<file path="src/rtl/mpu_fetch_pkg.sv">
// Shared fetch widths: memory word, instruction pointer, word address and window size.
package mpu_fetch_pkg;
   localparam int unsigned WordW    = 64;
   localparam int unsigned IpW      = 16;
   localparam int unsigned AdrW     = 13;
   localparam int unsigned MaxIsize = 6;
   localparam int unsigned WinW     = 8 * MaxIsize;
   localparam int unsigned BufW     = 2 * WordW;
endpackage

</file>
<file path="src/rtl/mpu_fetch_align.sv">
// Combinational byte aligner: picks the 6-byte window starting at byte offset off of a 16-byte buffer.
module mpu_fetch_align
   import mpu_fetch_pkg::*;
(
   input  logic [BufW-1:0] buf_w,
   input  logic [2:0]      off,
   output logic [WinW-1:0] win
);

   logic [6:0] base;

   always_comb begin
      win  = '0;
      base = '0;
      for (int k = 0; k < int'(MaxIsize); k++) begin
         base             = {1'b0, off, 3'b000} + 7'(8 * k);
         win[8*k +: 8]    = buf_w[base +: 8];
      end
   end

endmodule

</file>
<file path="src/rtl/mpu_fetch.sv">
// Instruction fetch unit: two-word buffer feeding a 48-bit window at ip.
// Define MPU_FETCH_SHIFT_EN to move to the next sequential word with a 1-cycle shift/refetch.
module mpu_fetch
   import mpu_fetch_pkg::*;
(
   input  logic             sys_clk,
   input  logic             sys_rst_n,
   input  logic             start,
   input  logic [IpW-1:0]   start_addr,
   output logic [AdrW-1:0]  m_adr,
   output logic             m_re,
   input  logic [WordW-1:0] m_dat_r,
   output logic [WinW-1:0]  i,
   output logic             i_valid,
   output logic [IpW-1:0]   ip,
   input  logic             i_ack,
   input  logic [IpW-1:0]   isize,
   input  logic             jmp,
   input  logic [IpW-1:0]   jaddr,
   input  logic             err,
   output logic             halted
);

   typedef enum logic [2:0] {
      StIdle,
      StFill0,
      StFill1,
      StCapt,
      StReady,
      StHalt
   } state_e;

   state_e            state_q, state_d;
   logic [IpW-1:0]    ip_q, ip_d;
   logic [WordW-1:0]  buf0_q, buf0_d;
   logic [WordW-1:0]  buf1_q, buf1_d;
   logic [IpW-1:0]    nip;
   logic [AdrW-1:0]   word, word_nxt;

   always_comb begin
      state_d  = state_q;
      ip_d     = ip_q;
      buf0_d   = buf0_q;
      buf1_d   = buf1_q;
      m_re     = 1'b0;
      m_adr    = '0;
      word     = ip_q[15:3];
      nip      = jmp ? jaddr : ip_q + isize;
      word_nxt = nip[15:3];

      case (state_q)
         StIdle: ;
         StFill0: begin
            m_re    = 1'b1;
            m_adr   = word;
            state_d = StFill1;
         end
         StFill1: begin
            m_re    = 1'b1;
            m_adr   = word + 13'd1;
            buf0_d  = m_dat_r;
            state_d = StCapt;
         end
         StCapt: begin
            buf1_d  = m_dat_r;
            state_d = StReady;
         end
         StReady: begin
            if (i_ack) begin
               if (err || (!jmp && isize == '0)) begin
                  state_d = StHalt;
               end else begin
                  ip_d = nip;
                  if (word_nxt == word) begin
                     state_d = StReady;
`ifdef MPU_FETCH_SHIFT_EN
                  // Read of W+2 is issued on the ack cycle so CAPT sees its data.
                  end else if (!jmp && word_nxt == word + 13'd1) begin
                     buf0_d  = buf1_q;
                     m_re    = 1'b1;
                     m_adr   = word + 13'd2;
                     state_d = StCapt;
`endif
                  end else begin
                     state_d = StFill0;
                  end
               end
            end
         end
         StHalt: ;
         default: state_d = StIdle;
      endcase

      // A restart abandons any word still in flight.
      if (start) begin
         state_d = StFill0;
         ip_d    = start_addr;
         buf0_d  = buf0_q;
         buf1_d  = buf1_q;
      end
   end

   always_ff @(posedge sys_clk or negedge sys_rst_n) begin
      if (!sys_rst_n) begin
         state_q <= StIdle;
         ip_q    <= '0;
         buf0_q  <= '0;
         buf1_q  <= '0;
      end else begin
         state_q <= state_d;
         ip_q    <= ip_d;
         buf0_q  <= buf0_d;
         buf1_q  <= buf1_d;
      end
   end

   mpu_fetch_align u_align (
      .buf_w ({buf1_q, buf0_q}),
      .off   (ip_q[2:0]),
      .win   (i)
   );

   assign ip      = ip_q;
   assign i_valid = (state_q == StReady);
   assign halted  = (state_q == StHalt);

endmodule

</file>
<file path="config.mk">
export PLATFORM = sky130hd
export DESIGN_NAME = mpu_fetch
export DESIGN_NICKNAME = d
export VERILOG_FILES = /design/src/rtl/mpu_fetch_pkg.sv /design/src/rtl/mpu_fetch_align.sv /design/src/rtl/mpu_fetch.sv
export SDC_FILE = /design/constraint.sdc
export NUM_CORES = 1
export LEC_CHECK = 0
export ABC_CLOCK_PERIOD_IN_PS = 7950
export CAP_MARGIN = 20
export CORE_AREA = 2 2 153 155
export DETAILED_ROUTE_END_ITERATION = 10
export DIE_AREA = 0 0 155 157
export PLACE_DENSITY = 0.74
export SLEW_MARGIN = 20
export SYNTH_ARGS = -nofsm -noshare
export SYNTH_HDL_FRONTEND = slang
export SYNTH_SLANG_ARGS = --single-unit
</file>
<file path="constraint.sdc">
create_clock -name sys_clk -period 7.95 [get_ports sys_clk]
set_clock_uncertainty 0.05 [all_clocks]
set_input_delay 1.1925 -clock sys_clk [delete_from_list [all_inputs] [get_ports sys_clk]]
set_output_delay 1.1925 -clock sys_clk [all_outputs]
set_load 0.05 [all_outputs]
</file>
==> results of run 1 <==
-- metrics by stage --
stage,cells,setup slack (ps)
6_report,1305,3093
5_1_grt,1303,2857
4_1_cts,1302,3025
3_5_place_dp,1270,3301
3_3_place_gp,1270,3358
2_1_floorplan,846,3428
-- placed cells by master, fill, tap and decap left out, types with 3 or more instances in the layout --
master	n
a211oi_1	12
a21o_1	5
a21oi_1	35
and2_1	3
and3_1	10
buf_4	8
clkbuf_1	3
clkbuf_16	17
clkdlybuf4s50_1	196
clkinv_4	3
clkinvlp_4	3
dfrtp_1	120
dfrtp_4	3
ha_1	16
inv_1	10
mux2_2	144
mux2i_1	45
mux4_2	48
nand2_1	69
nand2b_1	18
nand3_1	23
nand3b_1	3
nand4_1	5
nor2_1	41
nor2b_1	5
nor3_1	12
nor3b_1	3
nor4_1	7
o211ai_1	8
o21a_1	3
o21ai_0	68
o221ai_1	3
o311ai_0	3
xnor2_1	6
xor2_1	8
-- sequential cells by signal, summed over array words and instances (netlist names) --
name	cells
buf0_q	64
buf1_q	40
ip	16
state_q	3
-- routing by layer --
metal | global-route usage, % | share of wire, %
met1 | 27.10 | 43
met2 | 34.37 | 47
met3 | 6.360 | 8.0
met4 | 7.937 | 2.8
met5 | 0 | 0.051
-- cell type report --
class,instances,area [um^2]
sequential,123,3089
clock inverter,11,137.6
antenna,2,5.005
timing repair buffer,206,2053
fill,1960,10780
inverter,11,41.29
tap,285,356.6
multi-input combinational,646,5589
clock buffer,21,450.4
-- worst max-delay path, stage by stage, from the launching register on --
cell	delay (ps)
dfrtp_4	870
buf_4	680
mux4_2	590
mux2_2	290
clkdlybuf4s50_1	710
-- report_power, final --
| group | total [mW] | internal [mW] | switching [mW] |
|---|---|---|---|
| clock | 0.772 | 0.475 | 0.296 |
| sequential | 1.22 | 0.905 | 0.317 |
| combinational | 2.05 | 0.972 | 1.08 |
-- kinds of logic (layout without fill, tap and decap cells) --
kind of cell             Yosys count  in the layout  synth area share [%]
flip-flops                       123            123                 34.38
XOR/XNOR                          14             14                 1.370
other                              0              2                     0
multiplexers                     237            237                 35.22
AO/OA/AOI/OAI                    169            169                 12.00
AND/OR/NAND/NOR                  209            209                 11.24
adder cells (fa/ha/maj)           17             17                 2.459
buffers and inverters             77            249                 3.340
-- worst min path at each step --
stage / startpoint / slack, ps / endpoint
floorplan: buf1_q[32] / 430 / buf1_q[32]
CTS: buf1_q[37] / 460 / buf1_q[37]
global route: buf1_q[35] / 460 / buf1_q[35]
global placement: buf1_q[32] / 440 / buf1_q[32]
detailed placement: buf0_q[4] / 440 / buf0_q[4]
finish: buf1_q[37] / 450 / buf1_q[37]
==> metrics.cfg, run 1 <==
[global_routing]
grt_remaining_overflow=0
grt_pass1_wl_um=40590
grt_pass1_vias=7497
grt_start_max_net_pins=81
antenna_found_initial=2
track_usage_pct=21.28

[sta]
setup_violations=0
slew_headroom_pct=22.60
fin_crit_sh_pct=61.09
hold_viol_final=0
fmax_mhz=205.9
grt_setup_unrepaired=no
tightest_slew_ps=1158
finalCriticalPeriod_ps=4857
whs_ps=453.8
slew_violations=0
tns_ps=0

[worst_hold_path]
hp-class=flop to flop
hold_depth=1

[floorplan]
io_pins=198
core_mm2=0.02250
die_h_um=157
rows=55
initial_utilization_pct=39.79
fp.dieArea_mm2=0.02434
die_w_um=155

[clocking]
insertion_delay_ps=410
cts_root_buf=clkbuf_16
cts_buffers=17
cts-htree-levels=4
postCtsSetupBuffers=0
hold_buffers=0
cts.repair.resized=0
cts.clk_slew.worst_paths_ps=60
numClockSinks=123
cts_tree=built
cts_buffer_depth=2

[drt]
routedWlPerCell_um=19.55
finalWirelength_um=25510
ant_nets=0
dr.pass1.iters=5
post-route-drc-count=0
vias_per_cell=5.844
num_vias=7627
initialDrtViolationCount=344

[yosys]
yosys_warnings=0
synth_edf_count=0
syn-cell-area_mm2=0.008954
synth_cell_types=63
avgSynthCellArea_um2=10.58
synthArstFlopShare_pct=100.0
ys_top_cells_by_count=mux2_2 (144), dfrtp_1 (123), nand2_1 (69)
synthFlopType=dfrtp_1
netlist_top_cells_area=dfrtp_1 (34%), mux2_2 (18%), mux4_2 (12%), mux2i_1 (5.0%), o21ai_0 (3.8%)
synth_nets=981
synth_cells=846
yosysSeqAreaShare_pct=34.38
postSynthRegisterBits=123
synth_largest_area_cell=dfrtp_1
synth_most_common_cell=mux2_2
yosysTopAreaCellShare_pct=34.38

[power_and_ir_drop]
peakVddDrop_mv=0.3688
p_leak_nw=4.665
finalPower_mw=4.047
pwr_density_cell_mw_per_mm2=345.3

[layout]
synthToLayoutAreaGrowth_pct=30.93
drive_gt1_share_pct=24.26
final_util_pct=52.09
layout.nets=1140
stdcell_area_mm2=0.01172

[placement]
gp_congestion=0.9191
post_dp_cell_area_mm2=0.01111
port_buffers=197
hpwl_um=18120

[flow_run]
maxCapViolations=0

[worst_setup_path]
crit_end=i[1]
regToRegSetupSlack_ps=3510
ff2ff_path_depth=11
cp_data_required_time_ps=6710
worstPathArrival_ps=3610
crit_path_end_kind=output pin
r2r_start=ip[0]
cp_max_fo=57
cp-start-kind=flop
criticalPathCategory=flop to output pin
worstReg2RegEnd=state_q[0]
critPathLaunch=ip[0]

[outcome]
status=finished, final reports clean

Note: power is estimated with default switching activity, not from simulation.
==> run 2, diff against run 1 <==
--- a/config.mk
+++ b/config.mk
@@ -5,7 +5,7 @@
 export SDC_FILE = /design/constraint.sdc
 export NUM_CORES = 1
 export LEC_CHECK = 0
-export ABC_CLOCK_PERIOD_IN_PS = 7950
+export ABC_CLOCK_PERIOD_IN_PS = 4950
 export CAP_MARGIN = 20
 export CORE_AREA = 2 2 153 155
 export DETAILED_ROUTE_END_ITERATION = 10
==> constraint.sdc (replaced) <==
create_clock -name sys_clk -period 4.95 [get_ports sys_clk]
set_clock_uncertainty 0.05 [all_clocks]
set_input_delay 0.7425 -clock sys_clk [delete_from_list [all_inputs] [get_ports sys_clk]]
set_output_delay 0.7425 -clock sys_clk [all_outputs]
set_load 0.05 [all_outputs]
==> run 2 against run 1 <==
Against the previous run:
- clock power rose by 62%
- sequential power is 58% higher
- non-clock buffer count up 2
- hold slack worse by 290 ps
- critical path type unchanged
- sequential share of layout area down 0.056 points
- critical endpoint is now m_adr[12]
- critical path depth rose by 5
- cell count stayed put
- register-to-register slack got worse by 2200 ps
- sequential cell count unchanged
- count of clock-buffer cells in the layout is 4 lower
- die area unchanged
==> metrics.cfg, run 2 (synthesized netlist as in run 1, its figures left out) <==
[layout]
top_register=buf0_q
layout_commonest_cell=clkdlybuf4s50_1
final_cell_mix=clkdlybuf4s50_1 (196), mux2_2 (144), dfrtp_1 (120), nand2_1 (69), o21ai_0 (68)
synthToLayoutAreaGrowth_pct=31.20
layout.nets=1142  ; +0.18%
largest_reg_flops=64  ; unchanged
antenna_cells=0  ; -2
drive_gt1_share_pct=24.80  ; +0.54 points

[global_routing]
grt_remaining_overflow=0  ; unchanged
grt_pass1_vias=7457  ; -0.53%
track_usage_pct=20.74  ; -0.54 points
grt_pass1_wl_um=39810  ; -1.9%
grt_start_max_net_pins=112  ; +38%
antenna_found_initial=0  ; -2

[clocking]
cts_buffer_depth=2  ; unchanged
hold_buffers=0  ; unchanged
insertion_delay_ps=420  ; about the same
cts_root_buf=clkbuf_16
cts.clk_slew.worst_paths_ps=60  ; about the same
numClockSinks=123  ; unchanged
postCtsSetupBuffers=0  ; unchanged
cts_tree=built
cts.repair.resized=0  ; unchanged
cts-htree-levels=4  ; unchanged
cts_buffers=17  ; unchanged

[drt]
initialDrtViolationCount=445  ; +29%
num_vias=7609  ; -0.24%
routedWlPerCell_um=19.36  ; -0.97%
vias_per_cell=5.831  ; -0.24%
post-route-drc-count=0  ; unchanged
dr.pass1.iters=4  ; -1
ant_nets=0  ; unchanged
finalWirelength_um=25270  ; -0.97%

[worst_setup_path]
cp_data_required_time_ps=4160  ; -2550 ps
worstPathArrival_ps=3420  ; -190 ps
worstReg2RegEnd=state_q[0]
regToRegSetupSlack_ps=1330  ; -2180 ps
criticalPathCategory=flop to output pin
cp_max_fo=7  ; -88%
r2r_start=ip[2]
ff2ff_path_depth=9  ; -2
cp-start-kind=flop
crit_path_end_kind=output pin

[placement]
gp_congestion=0.9476  ; +3.1%
hpwl_um=18110  ; about the same
port_buffers=197  ; unchanged

[floorplan]
rows=55  ; unchanged
initial_utilization_pct=39.79  ; unchanged
io_pins=198  ; unchanged
die_w_um=155  ; unchanged
fp.dieArea_mm2=0.02434  ; unchanged
die_h_um=157  ; unchanged
core_mm2=0.02250  ; unchanged

[flow_run]
maxCapViolations=0  ; unchanged

[sta]
finalCriticalPeriod_ps=4215
fmax_mhz=237.3
fin_crit_sh_pct=85.15
whs_ps=162.0  ; -291.7 ps
setup_violations=0  ; unchanged
tns_ps=0  ; unchanged
tightest_slew_ps=902.8  ; -255.6 ps
hold_viol_final=0  ; unchanged
grt_setup_unrepaired=no
slew_headroom_pct=39.81  ; +17 points
slew_violations=0  ; unchanged

[outcome]
status=finished, final reports clean

[power_and_ir_drop]
p_leak_nw=4.693  ; +0.60%
peakVddDrop_mv=0.4800  ; +30%
pwr_density_cell_mw_per_mm2=555.0  ; +61%

[worst_hold_path]
hp-class=input port to asynchronous set/reset pin

run 2: through the flow:
stage / setup WS [ps] / cells / instance area (um^2) / total power, mW / utilization [%]
2_1_floorplan: 877.7 / 846 / 8954 / 4.217 / -
3_3_place_gp: 842.4 / 1273 / 11150 / 5.202 / 49.56
3_5_place_dp: 752.1 / 1273 / 11150 / 5.267 / 49.56
4_1_cts: 777.0 / 1305 / 11740 / 6.563 / 52.18
5_1_grt: 529.8 / 1305 / 11750 / 6.870 / 52.20
6_report: 735.2 / 1305 / 11750 / 6.520 / 52.20
run 2: worst max-delay path, cell delays in order (launching register included):
cell and delay (ps):
dfrtp_1 580, ha_1 270, and3_1 220, and3_1 220, and3_1 210, and3_1 220, nand3_1 110, xor2_1 160
o21ai_0 170, clkdlybuf4s50_1 840
run 2: worst max-delay path by stage:
stage,start,end
2_1_floorplan,ip[0],i[17]
3_3_place_gp,isize[0],state_q[0]
3_5_place_dp,isize[0],state_q[0]
4_1_cts,ip[4],m_adr[12]
5_1_grt,ip[4],m_adr[12]
6_report,ip[4],m_adr[12]
run 2: cell type report:
class / instances / area, um^2
clock buffers: 17 / 425.4
fillers: 1984 / 10760
inverters: 11 / 41.29
clock inverters: 15 / 163.9
flip-flops and latches: 123 / 3089
well taps: 285 / 356.6
repair buffers: 208 / 2077
multi-input cells: 646 / 5594
run 2: layer usage:
metal	share of wire, %	GRT usage [%]	vias up	routed length (um)
met5	0	0	-	0
li1	-	-	3542	-
met4	2.3	6.966	0	589
met2	48	34.10	292	12040
met1	43	26.94	3729	10790
met3	7.3	5.066	46	1843
run 2: report_power, final:
part / switching, mW / internal [mW] / leakage [nW] / total [mW]
logic: 1.78 / 1.56 / 2.93 / 3.34
registers: 0.476 / 1.45 / 1.47 / 1.93
clock network: 0.500 / 0.750 / 0.290 / 1.25
==> run 3, diff against run 2 <==
--- a/config.mk
+++ b/config.mk
@@ -7,11 +7,12 @@
 export LEC_CHECK = 0
 export ABC_CLOCK_PERIOD_IN_PS = 4950
 export CAP_MARGIN = 20
-export CORE_AREA = 2 2 153 155
+export CORE_AREA = 2 2 162 164
 export DETAILED_ROUTE_END_ITERATION = 10
-export DIE_AREA = 0 0 155 157
-export PLACE_DENSITY = 0.74
+export DIE_AREA = 0 0 164 166
+export PLACE_DENSITY = 0.73
 export SLEW_MARGIN = 20
 export SYNTH_ARGS = -nofsm -noshare
 export SYNTH_HDL_FRONTEND = slang
+export SYNTH_HIERARCHICAL = 1
 export SYNTH_SLANG_ARGS = --single-unit
==> run 3 against run 2 <==
Against the previous run:
- design area increased by 2.0%
- clock power is 9.6% higher
- fmax rose by 0.71%
- power up 0.14%
- largest cell class unchanged
- critical path depth is 6 lower
- via count up 10%
- hold slack better by 140 ps
- non-clock buffer count is 8 higher
- wire length grew 17%
- area after synthesis grew 2.8%
- die area increased by 12%
- worst setup slack improved by 30 ps
==> metrics.cfg, run 3 <==
[outcome]
status=finished, final reports clean

[clocking]
numClockSinks=123  ; unchanged
insertion_delay_ps=410  ; about the same
cts_buffer_depth=2  ; unchanged
cts_root_buf=clkbuf_16
cts_buffers=17  ; unchanged
postCtsSetupBuffers=0  ; unchanged
cts.repair.resized=0  ; unchanged
hold_buffers=0  ; unchanged
cts.clk_slew.worst_paths_ps=70  ; about the same
cts-htree-levels=4  ; unchanged
cts_tree=built

[sta]
hold_viol_final=0  ; unchanged
setup_violations=0  ; unchanged
grt_setup_unrepaired=no
slew_headroom_pct=37.06  ; -2.8 points
fmax_mhz=238.9  ; +0.71%
tightest_slew_ps=941.9  ; +39.03 ps
fin_crit_sh_pct=84.55  ; -0.60 points
tns_ps=0  ; unchanged
finalCriticalPeriod_ps=4185  ; -29.73 ps
slew_violations=0  ; unchanged

[layout]
ff_latch_area_mm2=0.003082  ; -0.24%
n_fill_cell=2397  ; +21%
layout_commonest_cell=clkdlybuf4s50_1
drive_gt1_share_pct=20.20  ; -4.6 points
final_util_pct=46.77  ; -5.4 points
synthToLayoutAreaGrowth_pct=30.16
multi_input_area_mm2=0.005654  ; +1.1%
final_cell_mix=clkdlybuf4s50_1 (195), mux2_2 (146), dfrtp_1 (122), mux2i_1 (85), nand2_1 (52)
top_register=buf0_q
layout.nets=1206  ; +5.6%
largest_reg_flops=64  ; unchanged

[floorplan]
die_h_um=166  ; +5.7%
io_pins=198  ; unchanged
initial_utilization_pct=35.94  ; -3.9 points
rows=59  ; +7.3%
core_mm2=0.02562  ; +14%
fp.dieArea_mm2=0.02722  ; +12%
die_w_um=164  ; +5.8%

[drt]
wl_met3_um=2394  ; +30%
initialDrtViolationCount=767  ; +72%
wirelength_met1_um=12450  ; +15%
finalWirelength_um=29580  ; +17%
routedWlPerCell_um=20.83  ; +7.6%
post-route-drc-count=0  ; unchanged
wl_met2_um=14090  ; +17%
dr.pass1.iters=6  ; +2
ant_nets=0  ; unchanged
vias_per_cell=5.906  ; +1.3%
num_vias=8387  ; +10%
maxUsedRoutingLayer=met4

[worst_setup_path]
criticalPathCategory=flop to output pin
worstPathCellList=and2_1 -> a221o_1 -> clkdlybuf4s50_1
cp_max_fo=64  ; +57
cp_data_required_time_ps=4160  ; about the same
crit_path_end_kind=output pin
worstPathArrival_ps=3390  ; -30 ps
worstReg2RegEnd=state_q[2]
regToRegSetupSlack_ps=1360  ; +30 ps
cp-start-kind=flop
r2r_start=ip[0]
cp_slowest_cell=dfrtp_4
ff2ff_path_depth=9  ; unchanged
slowest_delay_ps=1020  ; +180 ps

[power_and_ir_drop]
pwr_density_cell_mw_per_mm2=545.0  ; -1.8%
finalPower_mw=6.530  ; +0.14%
peakVddDrop_mv=0.3599  ; -25%
p_leak_nw=4.761  ; +1.5%

[flow_run]
maxCapViolations=0  ; unchanged

[yosys]
syn-cell-area_mm2=0.009205  ; +2.8%
avgSynthCellArea_um2=10.07  ; -4.8%
synth_nets=1049  ; +6.9%
synth_cells=914  ; +8.0%
yosys_warnings=6  ; +6

[worst_hold_path]
hp-class=input port to asynchronous set/reset pin

[global_routing]
antenna_found_initial=1  ; +1
grt_start_max_net_pins=65  ; -42%
track_usage_pct=21.43  ; +0.68 points
grt_pass1_vias=8383  ; +12%
grt_pass1_wl_um=46290  ; +16%
grt_remaining_overflow=0  ; unchanged

[placement]
gp_congestion=0.8932  ; -5.7%
port_buffers=197  ; unchanged
hpwl_um=21450  ; +18%

[run 3: worst max-delay path, delay by kind of cell, from the launching register on]
family,cells,cell delay (ps)
compound gates,1,300
simple gates,1,790
buf+inv,1,810
flops,1,1020
[run 3: area by class of cell]
type                    instances  share of cell area (%)
flip-flops and latches        123                   25.72
repair buffers                216                   17.69
well taps                     335                   3.498
diodes                          1                 0.02089
clock buffers                  18                   3.665
multi-input cells             698                   47.19
clock inverters                14                   1.744
inverters                      15                  0.4699
[run 3: worst max-delay path by stage]
stage / from / end / slack (ps) / cells past startpoint
5_1_grt: ip[0] / i[15] / 670 / 5
3_5_place_dp: isize[1] / ip[8] / 1030 / 8
3_3_place_gp: isize[1] / ip[12] / 1070 / 8
6_report: ip[0] / i[5] / 760 / 3
2_1_floorplan: ip[4] / m_adr[12] / 1230 / 7
4_1_cts: ip[0] / i[23] / 780 / 5
[run 3: through the flow]
step	std cells	hold slack (ps)	setup WS, ps	cell area, um^2
finish	1420	304.6	765.0	11980
detailed placement	1387	446.5	1029	11330
CTS	1419	317.4	779.1	11980
global placement	1387	439.8	1074	11330
global route	1419	344.3	668.2	11980
floorplan	914	396.9	1233	9205
[run 3: power breakdown]
part | leakage, nW | internal (mW) | switching [mW]
combinational | 2.99 | 1.42 | 1.82
clock | 0.308 | 0.871 | 0.502
sequential | 1.47 | 1.45 | 0.458
total | 4.76 | 3.75 | 2.78
[run 3: metal layers]
layer,global-route usage [%],vias to the layer above
met5,0,-
met4,6.369,0
met3,4.620,51
met2,36.30,421
met1,27.28,4072
li1,-,3843
